$ cat config.mk
export PLATFORM = sky130hd
export DESIGN_NAME = psram_xfer_engine
export DESIGN_NICKNAME = d
export VERILOG_FILES = /design/src/rtl/psram_xfer_engine.sv
export SDC_FILE = /design/constraint.sdc
export NUM_CORES = 1
export LEC_CHECK = 0
export ABC_AREA = 0
export CAP_MARGIN = 20
export CORE_UTILIZATION = 49
export DETAILED_ROUTE_END_ITERATION = 12
export PLACE_DENSITY = 0.81
export RECOVER_POWER = 50
export SLEW_MARGIN = 0
export SYNTH_ARGS = -nofsm -noshare
export SYNTH_HDL_FRONTEND = slang
export SYNTH_SLANG_ARGS = --single-unit
export TNS_END_PERCENT = 50
$ cat constraint.sdc
create_clock -name clk_i -period 2.19 [get_ports clk_i]
set_input_delay 0.3285 -clock clk_i [delete_from_list [all_inputs] [get_ports clk_i]]
set_output_delay 0.3285 -clock clk_i [all_outputs]
set_load 0.05 [all_outputs]
$ cat src/rtl/psram_xfer_engine.sv
// PSRAM pin-level transfer engine: CMD, ADDR, optional dummy, DATA.
// SPI mode 0 with single- or quad-line address/data.
`timescale 1ns/1ps
module psram_xfer_engine #(
    parameter int PSCR_WIDTH = 8,
    parameter int WAIT_WIDTH = 8
) (
    input  logic                  clk_i,
    input  logic                  rst_i,
    input  logic [PSCR_WIDTH-1:0] pscr_i,
    input  logic [7:0]            cmd_i,
    input  logic [WAIT_WIDTH-1:0] wait_i,
    input  logic                  quad_i,
    input  logic                  req_valid_i,
    output logic                  req_ready_o,
    input  logic                  req_wr_i,
    input  logic [23:0]           req_addr_i,
    input  logic [31:0]           req_wdata_i,
    output logic                  rsp_valid_o,
    output logic [31:0]           rsp_rdata_o,
    output logic                  busy_o,
    output logic                  psram_sck_o,
    output logic                  psram_ce_o,
    output logic [3:0]            psram_io_en_o,
    input  logic [3:0]            psram_io_in_i,
    output logic [3:0]            psram_io_out_o
);

    // Counter must hold the longest phase: 32 single-line bits or the dummy count.
    localparam int CNT_W = (WAIT_WIDTH > 6) ? WAIT_WIDTH : 6;

    typedef enum logic [2:0] {
        S_IDLE,
        S_CMD,
        S_ADDR,
        S_WAIT,
        S_DATA,
        S_END
    } state_t;

    state_t state;
    state_t state_nx;

    logic [PSCR_WIDTH-1:0] div_cnt;
    logic [PSCR_WIDTH-1:0] pscr_q;
    logic [WAIT_WIDTH-1:0] wait_q;
    logic                  quad_q;
    logic                  wr_q;
    logic [23:0]           addr_q;
    logic [31:0]           wdata_q;
    logic                  sck_q;
    logic [CNT_W-1:0]      bit_cnt;
    logic [31:0]           sh_out;
    logic [31:0]           sh_in;
    logic                  rsp_valid_q;
    logic [31:0]           rsp_rdata_q;

    logic tick;
    logic rise;
    logic fall;
    logic last;
    logic accept;
    logic ld_addr;
    logic ld_wait;
    logic ld_data;
    logic done;

    assign tick = (div_cnt == pscr_q);
    assign rise = tick && !sck_q;
    assign fall = tick && sck_q;
    assign last = (bit_cnt == '0);

    always_comb begin
        state_nx = state;
        accept   = 1'b0;
        ld_addr  = 1'b0;
        ld_wait  = 1'b0;
        ld_data  = 1'b0;
        done     = 1'b0;
        unique case (state)
            S_IDLE: begin
                if (req_valid_i) begin
                    accept   = 1'b1;
                    state_nx = S_CMD;
                end
            end
            S_CMD: begin
                if (fall && last) begin
                    ld_addr  = 1'b1;
                    state_nx = S_ADDR;
                end
            end
            S_ADDR: begin
                if (fall && last) begin
                    if (!wr_q && wait_q != '0) begin
                        ld_wait  = 1'b1;
                        state_nx = S_WAIT;
                    end else begin
                        ld_data  = 1'b1;
                        state_nx = S_DATA;
                    end
                end
            end
            S_WAIT: begin
                if (fall && last) begin
                    ld_data  = 1'b1;
                    state_nx = S_DATA;
                end
            end
            S_DATA: begin
                if (fall && last) begin
                    done     = 1'b1;
                    state_nx = S_END;
                end
            end
            S_END: begin
                if (fall) begin
                    state_nx = S_IDLE;
                end
            end
            default: state_nx = S_IDLE;
        endcase
    end

    always_ff @(posedge clk_i) begin
        if (rst_i) begin
            state       <= S_IDLE;
            div_cnt     <= '0;
            pscr_q      <= '0;
            wait_q      <= '0;
            quad_q      <= 1'b0;
            wr_q        <= 1'b0;
            addr_q      <= '0;
            wdata_q     <= '0;
            sck_q       <= 1'b0;
            bit_cnt     <= '0;
            sh_out      <= '0;
            sh_in       <= '0;
            rsp_valid_q <= 1'b0;
            rsp_rdata_q <= '0;
        end else begin
            state       <= state_nx;
            rsp_valid_q <= done;
            if (done) begin
                rsp_rdata_q <= wr_q ? 32'h0 : sh_in;
            end
            if (accept) begin
                pscr_q  <= pscr_i;
                wait_q  <= wait_i;
                quad_q  <= quad_i;
                wr_q    <= req_wr_i;
                addr_q  <= req_addr_i;
                wdata_q <= req_wdata_i;
                div_cnt <= '0;
                sck_q   <= 1'b0;
                sh_out  <= {cmd_i, 24'h0};
                sh_in   <= '0;
                bit_cnt <= CNT_W'(7);
            end else if (state != S_IDLE) begin
                if (tick) begin
                    div_cnt <= '0;
                    sck_q   <= ~sck_q;
                end else begin
                    div_cnt <= div_cnt + 1'b1;
                end
                if (rise && state == S_DATA && !wr_q) begin
                    sh_in <= quad_q ? {sh_in[27:0], psram_io_in_i}
                                    : {sh_in[30:0], psram_io_in_i[1]};
                end
                if (fall && state != S_END && !done) begin
                    if (ld_addr) begin
                        sh_out  <= {addr_q, 8'h0};
                        bit_cnt <= quad_q ? CNT_W'(5) : CNT_W'(23);
                    end else if (ld_wait) begin
                        bit_cnt <= CNT_W'(wait_q) - CNT_W'(1);
                    end else if (ld_data) begin
                        sh_out  <= wdata_q;
                        bit_cnt <= quad_q ? CNT_W'(7) : CNT_W'(31);
                    end else begin
                        bit_cnt <= bit_cnt - CNT_W'(1);
                        if (state == S_CMD || !quad_q) begin
                            sh_out <= {sh_out[30:0], 1'b0};
                        end else begin
                            sh_out <= {sh_out[27:0], 4'h0};
                        end
                    end
                end
            end
        end
    end

    always_comb begin
        psram_io_en_o = 4'b0000;
        unique case (state)
            S_CMD:  psram_io_en_o = 4'b0001;
            S_ADDR: psram_io_en_o = quad_q ? 4'b1111 : 4'b0001;
            S_DATA: begin
                if (wr_q) begin
                    psram_io_en_o = quad_q ? 4'b1111 : 4'b0001;
                end
            end
            default: psram_io_en_o = 4'b0000;
        endcase
    end

    always_comb begin
        psram_io_out_o = 4'b0000;
        if (state == S_CMD) begin
            psram_io_out_o = {3'b000, sh_out[31]};
        end else if (quad_q) begin
            psram_io_out_o = sh_out[31:28] & psram_io_en_o;
        end else begin
            psram_io_out_o = {3'b000, sh_out[31]} & psram_io_en_o;
        end
    end

    assign psram_sck_o = sck_q && state != S_END && state != S_IDLE;
    assign psram_ce_o  = (state == S_IDLE) || (state == S_END);
    assign req_ready_o = (state == S_IDLE);
    assign busy_o      = (state != S_IDLE);
    assign rsp_valid_o = rsp_valid_q;
    assign rsp_rdata_o = rsp_rdata_q;

endmodule

==> results.md, run 1 <==
- Share of cells above drive strength 1: 0.185
- Num CTS Buffers: 17
- TritonCTS Sinks: 191
- Least-Margin Pin Slew: 571 ps
- Register bit total from synthesis: 191
- Ys flop type: dfxtp_1
- R2R Setup Slk: -30 ps
- Initial drt markers: 685
- Placement row count: 48
- Switching Share: 0.304
- Routed len/inst: 16.9 µm
- Arr. time, crit path: 2550 ps
- Mapped Cells: 1020
- Vias in the first global route: 7633
- CORE AREA: 17200 µm²
- Final worst-path cycle share: 1.02
- Setup slack after layout: -34.7 ps
- CTS root buf: clkbuf_16
- Reg-to-Reg Start: bit_cnt[0]
- Clock transition at path regs: 70 ps
- First-pass GRT wire length: 37200 µm
- Die ar.: 18200 µm²
- Int Power: 6.32 mW
- Post-layout min period: 2220 ps
- GRT Max-Usage Layer: met2
- Initial core utilization: 0.501
- Final core occ: 0.683
- R2r worst-path depth: 9
- Vias: 8213
- Final net count: 1282
- Average via count per standard cell: 5.76
- Met3 global-route usage: 0.0405
- Hold depth: 2
- Critical Path Start: bit_cnt[0]
- Die width: 135 µm
- Final setup fails: 7
- Port Buffers: 133
- Sequential share of power: 0.425
- WL final: 24100 µm
- Largest net degree at the start of global routing: 65
- Inst Count DP: 1371
- Yosys Warn Count: 0
- Boundary pin count: 134
- Final Hold Vio Count: 0
- Count leader, synth: dfxtp_1
- Leak Pwr: 4.30 nW
- P_sw: 2.76 mW
- Crit Path Max Fanout: 21
- Detailed Place HPWL: 15800 µm
- # Max-Cap Violations: 0
- GP Congestion: 0.892
- R2R Path End: sh_out[12]
- CTS tree: built
- Net Count, Synth: 1113
- M1 GR Usage: 0.322
- Area leader, netlist: dfxtp_1
- Initial antenna violation count: 0
- GR Layer Usage met2: 0.431
- Crit. End Element: flop
- Class of the worst hold path: in -> reg
- Cell area after placement: 10700 µm²
- Combinational power share: 0.231
- Clock power share: 0.344
- Avg Inst Size Synth: 8.47 µm²
- Netlist cell types: 62
- Drt pass-1 iters: 5
- DR DRC count: 0
- Post-CTS Hold Fix Bufs: 0
- RSZ-0062 raised after global routing: true
- Worst EP required: 2520 ps
- P per Cell Area: 771 nW/µm²
- Setup Skew: 6.02 ps
- Worst Min Path Start: rst_i
- Clock Latency Late Sink: 440 ps
- Seq/Total Area, Yosys: 0.443
- Outcome: finished, violations left
- Final Non-Filler Cells: 1427
- Hold Slack: 172 ps
- Die outline height: 135 µm
- Commonest cells post-synth: dfxtp_1 (191), nand2_1 (173), nor2_1 (107), a21oi_1 (85), mux2i_1 (44)
- Final instance area: 11800 µm²
- Peak supply drop: 0.000700 V
- Fmax achieved: 450 MHz
- Critical path class: reg -> reg
- Post-synth EDFFs: 0
- Max-slew headroom: 0.617
- Clock buffer depth: 2
- Top-area cell type share of the netlist area: 0.443
- Ys async rst share: 0
- Antenna viol nets, final: 0
- Hold path endpoint: rsp_valid_o
- Failing checks: negative setup slack
- Ant. Diodes: 0
- Largest cells by area after synthesis: dfxtp_1 (44%), nand2_1 (7.5%), mux2i_1 (5.1%), a21oi_1 (4.9%), nor2_1 (4.6%)
- Final Slew Violations: 0
- Worst setup SP type: flop
- Congestion Overflow GR: 0
- P&R area growth vs syn: 36.3%
- H-tree Lvls: 4
- Netlist Area Pre-Place: 8640 µm²
- Gr usage total: 0.255
[area by class of cell]
class                   instances  area, µm²
flip-flops and latches        191       3840
clock inverters                11        120
repair buffers                229       2370
well taps                     225        282
clock buffers                  21        480
inverters                      11       46.3
fillers                      1337       5460
multi-input cells             739       4640
[sequential cells by signal, indices dropped and copies added, names as in the netlist, 3 cells and up]
name / cells
bit_cnt: 8
sh_in: 32
pscr_q: 8
addr_q: 24
sh_out: 32
wdata_q: 32
div_cnt: 8
rsp_rdata_o: 32
state: 3
wait_q: 8
[layer usage]
metal / share of wire / wire, µm / up-vias
met5: 0 / 0 / -
met4: 0.022 / 542 / 0
met3: 0.047 / 1120 / 44
met2: 0.50 / 12100 / 284
met1: 0.43 / 10300 / 3915
li1: - / - / 3970
[per-stage QoR]
stage	power [mW]	setup WS [ps]	setup TNS, ps
6_report	9.08	-34.7	-79.2
5_1_grt	9.44	-90.1	-4450
4_1_cts	8.95	-111	-124
3_5_place_dp	5.83	-79.6	-1020
3_3_place_gp	5.79	-26.9	-386
2_1_floorplan	5.09	-34.5	-167
[how the worst max path moves through the flow]
stage / endpoint / depth (start not counted)
after floorplan: psram_io_out_o[0] / 8
after CTS: psram_io_out_o[0] / 6
final: sh_out[12] / 9
after detailed placement: sh_out[12] / 8
after global placement: sh_out[17] / 8
after global routing: sh_out[8] / 9
[power by group through the flow]
stage | logic [mW] | clock network [mW] | registers [mW]
after detailed placement | 1.91 | 0 | 3.92
after global placement | 1.87 | 0 | 3.92
final | 2.09 | 3.13 | 3.86
after global routing | 2.26 | 3.30 | 3.88
after CTS | 1.95 | 3.15 | 3.85
after floorplan | 1.21 | 0 | 3.88
[logic make-up (layout without fill, tap and decap cells)]
family                   Yosys count  in the layout  share of synthesized area
flip-flops                       191            191                      0.443
AO/OA/AOI/OAI                    268            268                      0.211
XOR/XNOR                          27             27                     0.0274
AND/OR/NAND/NOR                  380            380                      0.194
buffers and inverters             90            272                     0.0469
multiplexers                      60             60                     0.0718
adder cells (fa/ha/maj)            4              4                    0.00579
[critical path, cell delays in order, from the launching register on]
cell and delay [ps]:
dfxtp_2 330, inv_2 80, ha_4 130, nor3b_4 230, nand2_2 100, or4_4 510
clkbuf_16 240, nor3_1 180, nor2_1 60, a32o_1 260
[placed cells by master, fill, tap and decap left out, types with 9 or more instances in the layout]
cell             synthesis  layout
a211oi_1                34      34
a21oi_1                 85      84
a22o_1                  36      36
a31oi_1                 11      11
a32o_1                  16      16
buf_12                   0      19
buf_4                    7      70
buf_6                    2       9
clkbuf_16                0      21
clkdlybuf4s50_1          0     120
dfxtp_1                191     183
mux2_2                  16      16
mux2i_1                 44      44
nand2_1                173     170
nand3_1                 12      12
nor2_1                 107     103
nor3_1                  41      26
nor3_2                   1      16
o21ai_0                 29      25
o21ai_1                  7      11
o2bb2ai_1                9       9
xnor2_1                 15      15
xor2_1                  12      12
[what timing repair did]
item,4_1_cts,5_1_grt
endpoints found under the setup margin,29,93
buffers inserted,1,16
cloned,0,7
resized for setup,12,61
pin swaps,1,11
(Power assumes the default switching activity.)
==> run 2, diff against run 1 <==
Settings changed: PLACE_DENSITY 0.81 to not set, PLACE_DENSITY_LB_ADDON set to 0.12.
==> results.md, run 2 (synthesis results as in run 1) <==
- Share of cells above drive strength 1: 0.199 (+0.0142)
- Crit. End Element: flop
- Final Hold Vio Count: 0 (unchanged)
- Average via count per standard cell: 5.69 (-1.1%)
- Max-slew headroom: 0.601 (-0.0160)
- Clock buffer depth: 2 (unchanged)
- Die width: 135 µm (unchanged)
- Outcome: finished, violations left
- Failing checks: negative setup slack
- Least-Margin Pin Slew: 595 ps (+23.8 ps)
- Fmax achieved: 447 MHz (-0.65%)
- Antenna viol nets, final: 0 (unchanged)
- Place WS: -30.9 ps (+48.7 ps)
- Post-layout min period: 2240 ps (+14.7 ps)
- GP Congestion: 0.841 (-5.7%)
- Post-CTS Hold Fix Bufs: 0 (unchanged)
- Ant. Diodes: 0 (unchanged)
- Final setup fails: 49 (+42)
- R2r worst-path depth: 9 (unchanged)
- Cell area after placement: 10800 µm² (+0.58%)
- Largest net degree at the start of global routing: 67 (+3.1%)
- Crit Path Max Fanout: 8 (-62%)
- Critical path class: reg -> reg
- Worst setup SP type: flop
- Arr. time, crit path: 2620 ps (+70 ps)
- Reg-to-Reg Start: div_cnt[5]
- CTS root buf: clkbuf_16
- Hold depth: 2 (unchanged)
- Vias in the first global route: 7535 (-1.3%)
- Worst Min Path Start: rst_i
- H-tree Lvls: 4 (unchanged)
- Detailed Place HPWL: 15200 µm (-3.7%)
- Class of the worst hold path: in -> reg
- First-pass GRT wire length: 37800 µm (+1.7%)
- RSZ-0062 raised after global routing: true
- Most common library cell in the layout ignoring fill and taps: dfxtp_1
- Most frequent cells in the layout: dfxtp_1 (174), nand2_1 (172), clkdlybuf4s50_1 (105)
- Congestion Overflow GR: 0 (unchanged)
- P per Cell Area: 776 nW/µm² (+0.74%)
- Initial antenna violation count: 0 (unchanged)
- Num CTS Buffers: 17 (unchanged)
- Final core occ: 0.697 (+0.0141)
- R2R Path End: rsp_rdata_o[24]
- Final Slew Violations: 0 (unchanged)
- Peak supply drop: 0.000594 V (-15%)
- CORE AREA: 17200 µm² (unchanged)
- Hold path endpoint: pscr_q[6]
- Boundary pin count: 134 (unchanged)
- Final net count: 1292 (+0.78%)
- Clock Latency Late Sink: 440 ps (about the same)
- Final instance area: 12000 µm² (+2.1%)
- Final worst-path cycle share: 1.02 (+0.00670)
- Gr usage total: 0.259 (+0.00423)
- P&R area growth vs syn: 39.1%
- # Max-Cap Violations: 0 (unchanged)
- Die outline height: 135 µm (unchanged)
- Drt pass-1 iters: 5 (unchanged)
- Port Buffers: 133 (unchanged)
- R2R Setup Slk: -50 ps (about the same)
- Routed len/inst: 17.2 µm (+1.5%)
- Worst EP required: 2580 ps (+60 ps)
- Setup slack after layout: -49.3 ps (-14.7 ps)
- Vias: 8180 (-0.40%)
- Critical Path Start: div_cnt[5]
- Initial drt markers: 511 (-25%)
- Die ar.: 18200 µm² (unchanged)
- WL final: 24700 µm (+2.2%)
- Initial core utilization: 0.501 (unchanged)
- Clock transition at path regs: 70 ps (about the same)
- CTS tree: built
- TritonCTS Sinks: 191 (unchanged)
- Placement row count: 48 (unchanged)
- DR DRC count: 0 (unchanged)
- Leak Pwr: 4.47 nW (+4.0%)
- Setup Skew: 10.8 ps (+4.81 ps)
run 2: cell types whose count changed in the layout (fill, tap and decap cells not counted), moves of 8 or more:
cell             before  now
dfxtp_2               6   16
a211oi_2              0    8
dlygate4sd3_1         0   15
a211oi_1             34   26
clkdlybuf4s50_1     120  105
dfxtp_1             183  174
run 2: where the power goes:
part / internal (mW) / switching [mW] / leakage (nW) / total, mW
Combinational: 0.980 / 1.24 / 2.62 / 2.22
Clock: 1.76 / 1.49 / 0.298 / 3.25
Sequential: 3.68 / 0.177 / 1.56 / 3.86
Total: 6.43 / 2.90 / 4.47 / 9.33
run 2: how the worst max path moves through the flow:
stage	endpoint	slack, ps	cells past startpoint
final	rsp_rdata_o[24]	-50	9
after global routing	bit_cnt[1]	-150	10
after CTS	psram_io_out_o[0]	-3	6
after detailed placement	sh_out[8]	-30	8
after global placement	sh_out[10]	-10	8
after floorplan	psram_io_out_o[0]	-30	8
run 2: timing repair:
action,CTS,global route
gates resized for setup,31,45
cloned,3,8
setup buffers,8,10
setup endpoints to repair,67,107
pin swaps,10,12
run 2: metrics by stage:
step	cells	power [mW]	hold slack (ps)	setup TNS [ps]
global route	1437	9.66	385	-5970
CTS	1419	9.17	357	-3.45
global placement	1376	5.82	443	-123
finish	1437	9.33	366	-1530
detailed placement	1376	5.84	444	-409
floorplan	1020	5.09	432	-167
run 2: area by class of cell:
cell class,instances,area [µm²]
clock buffer,18,439
clock inverter,14,176
fill,1433,5220
inverter,11,46.3
multi-input combinational,740,4680
sequential,191,3850
tap,225,282
timing repair buffer,238,2550
run 2: routing by layer:
layer | wire (µm) | up-vias | track usage | share of wire
li1 | - | 3987 | - | -
met1 | 11000 | 3881 | 0.349 | 0.45
met2 | 12000 | 278 | 0.424 | 0.49
met3 | 1260 | 34 | 0.0390 | 0.051
met4 | 427 | 0 | 0.0843 | 0.017
met5 | 0 | - | 0 | 0
run 2: worst max-delay path, cell delays in order, from the launching register on:
cell,delay [ps]
dfxtp_2,350
xnor2_2,190
nand4_1,110
buf_4,180
or4_4,610
buf_6,170
nor4_4,130
buf_6,180
clkbuf_16,160
a22o_1,110
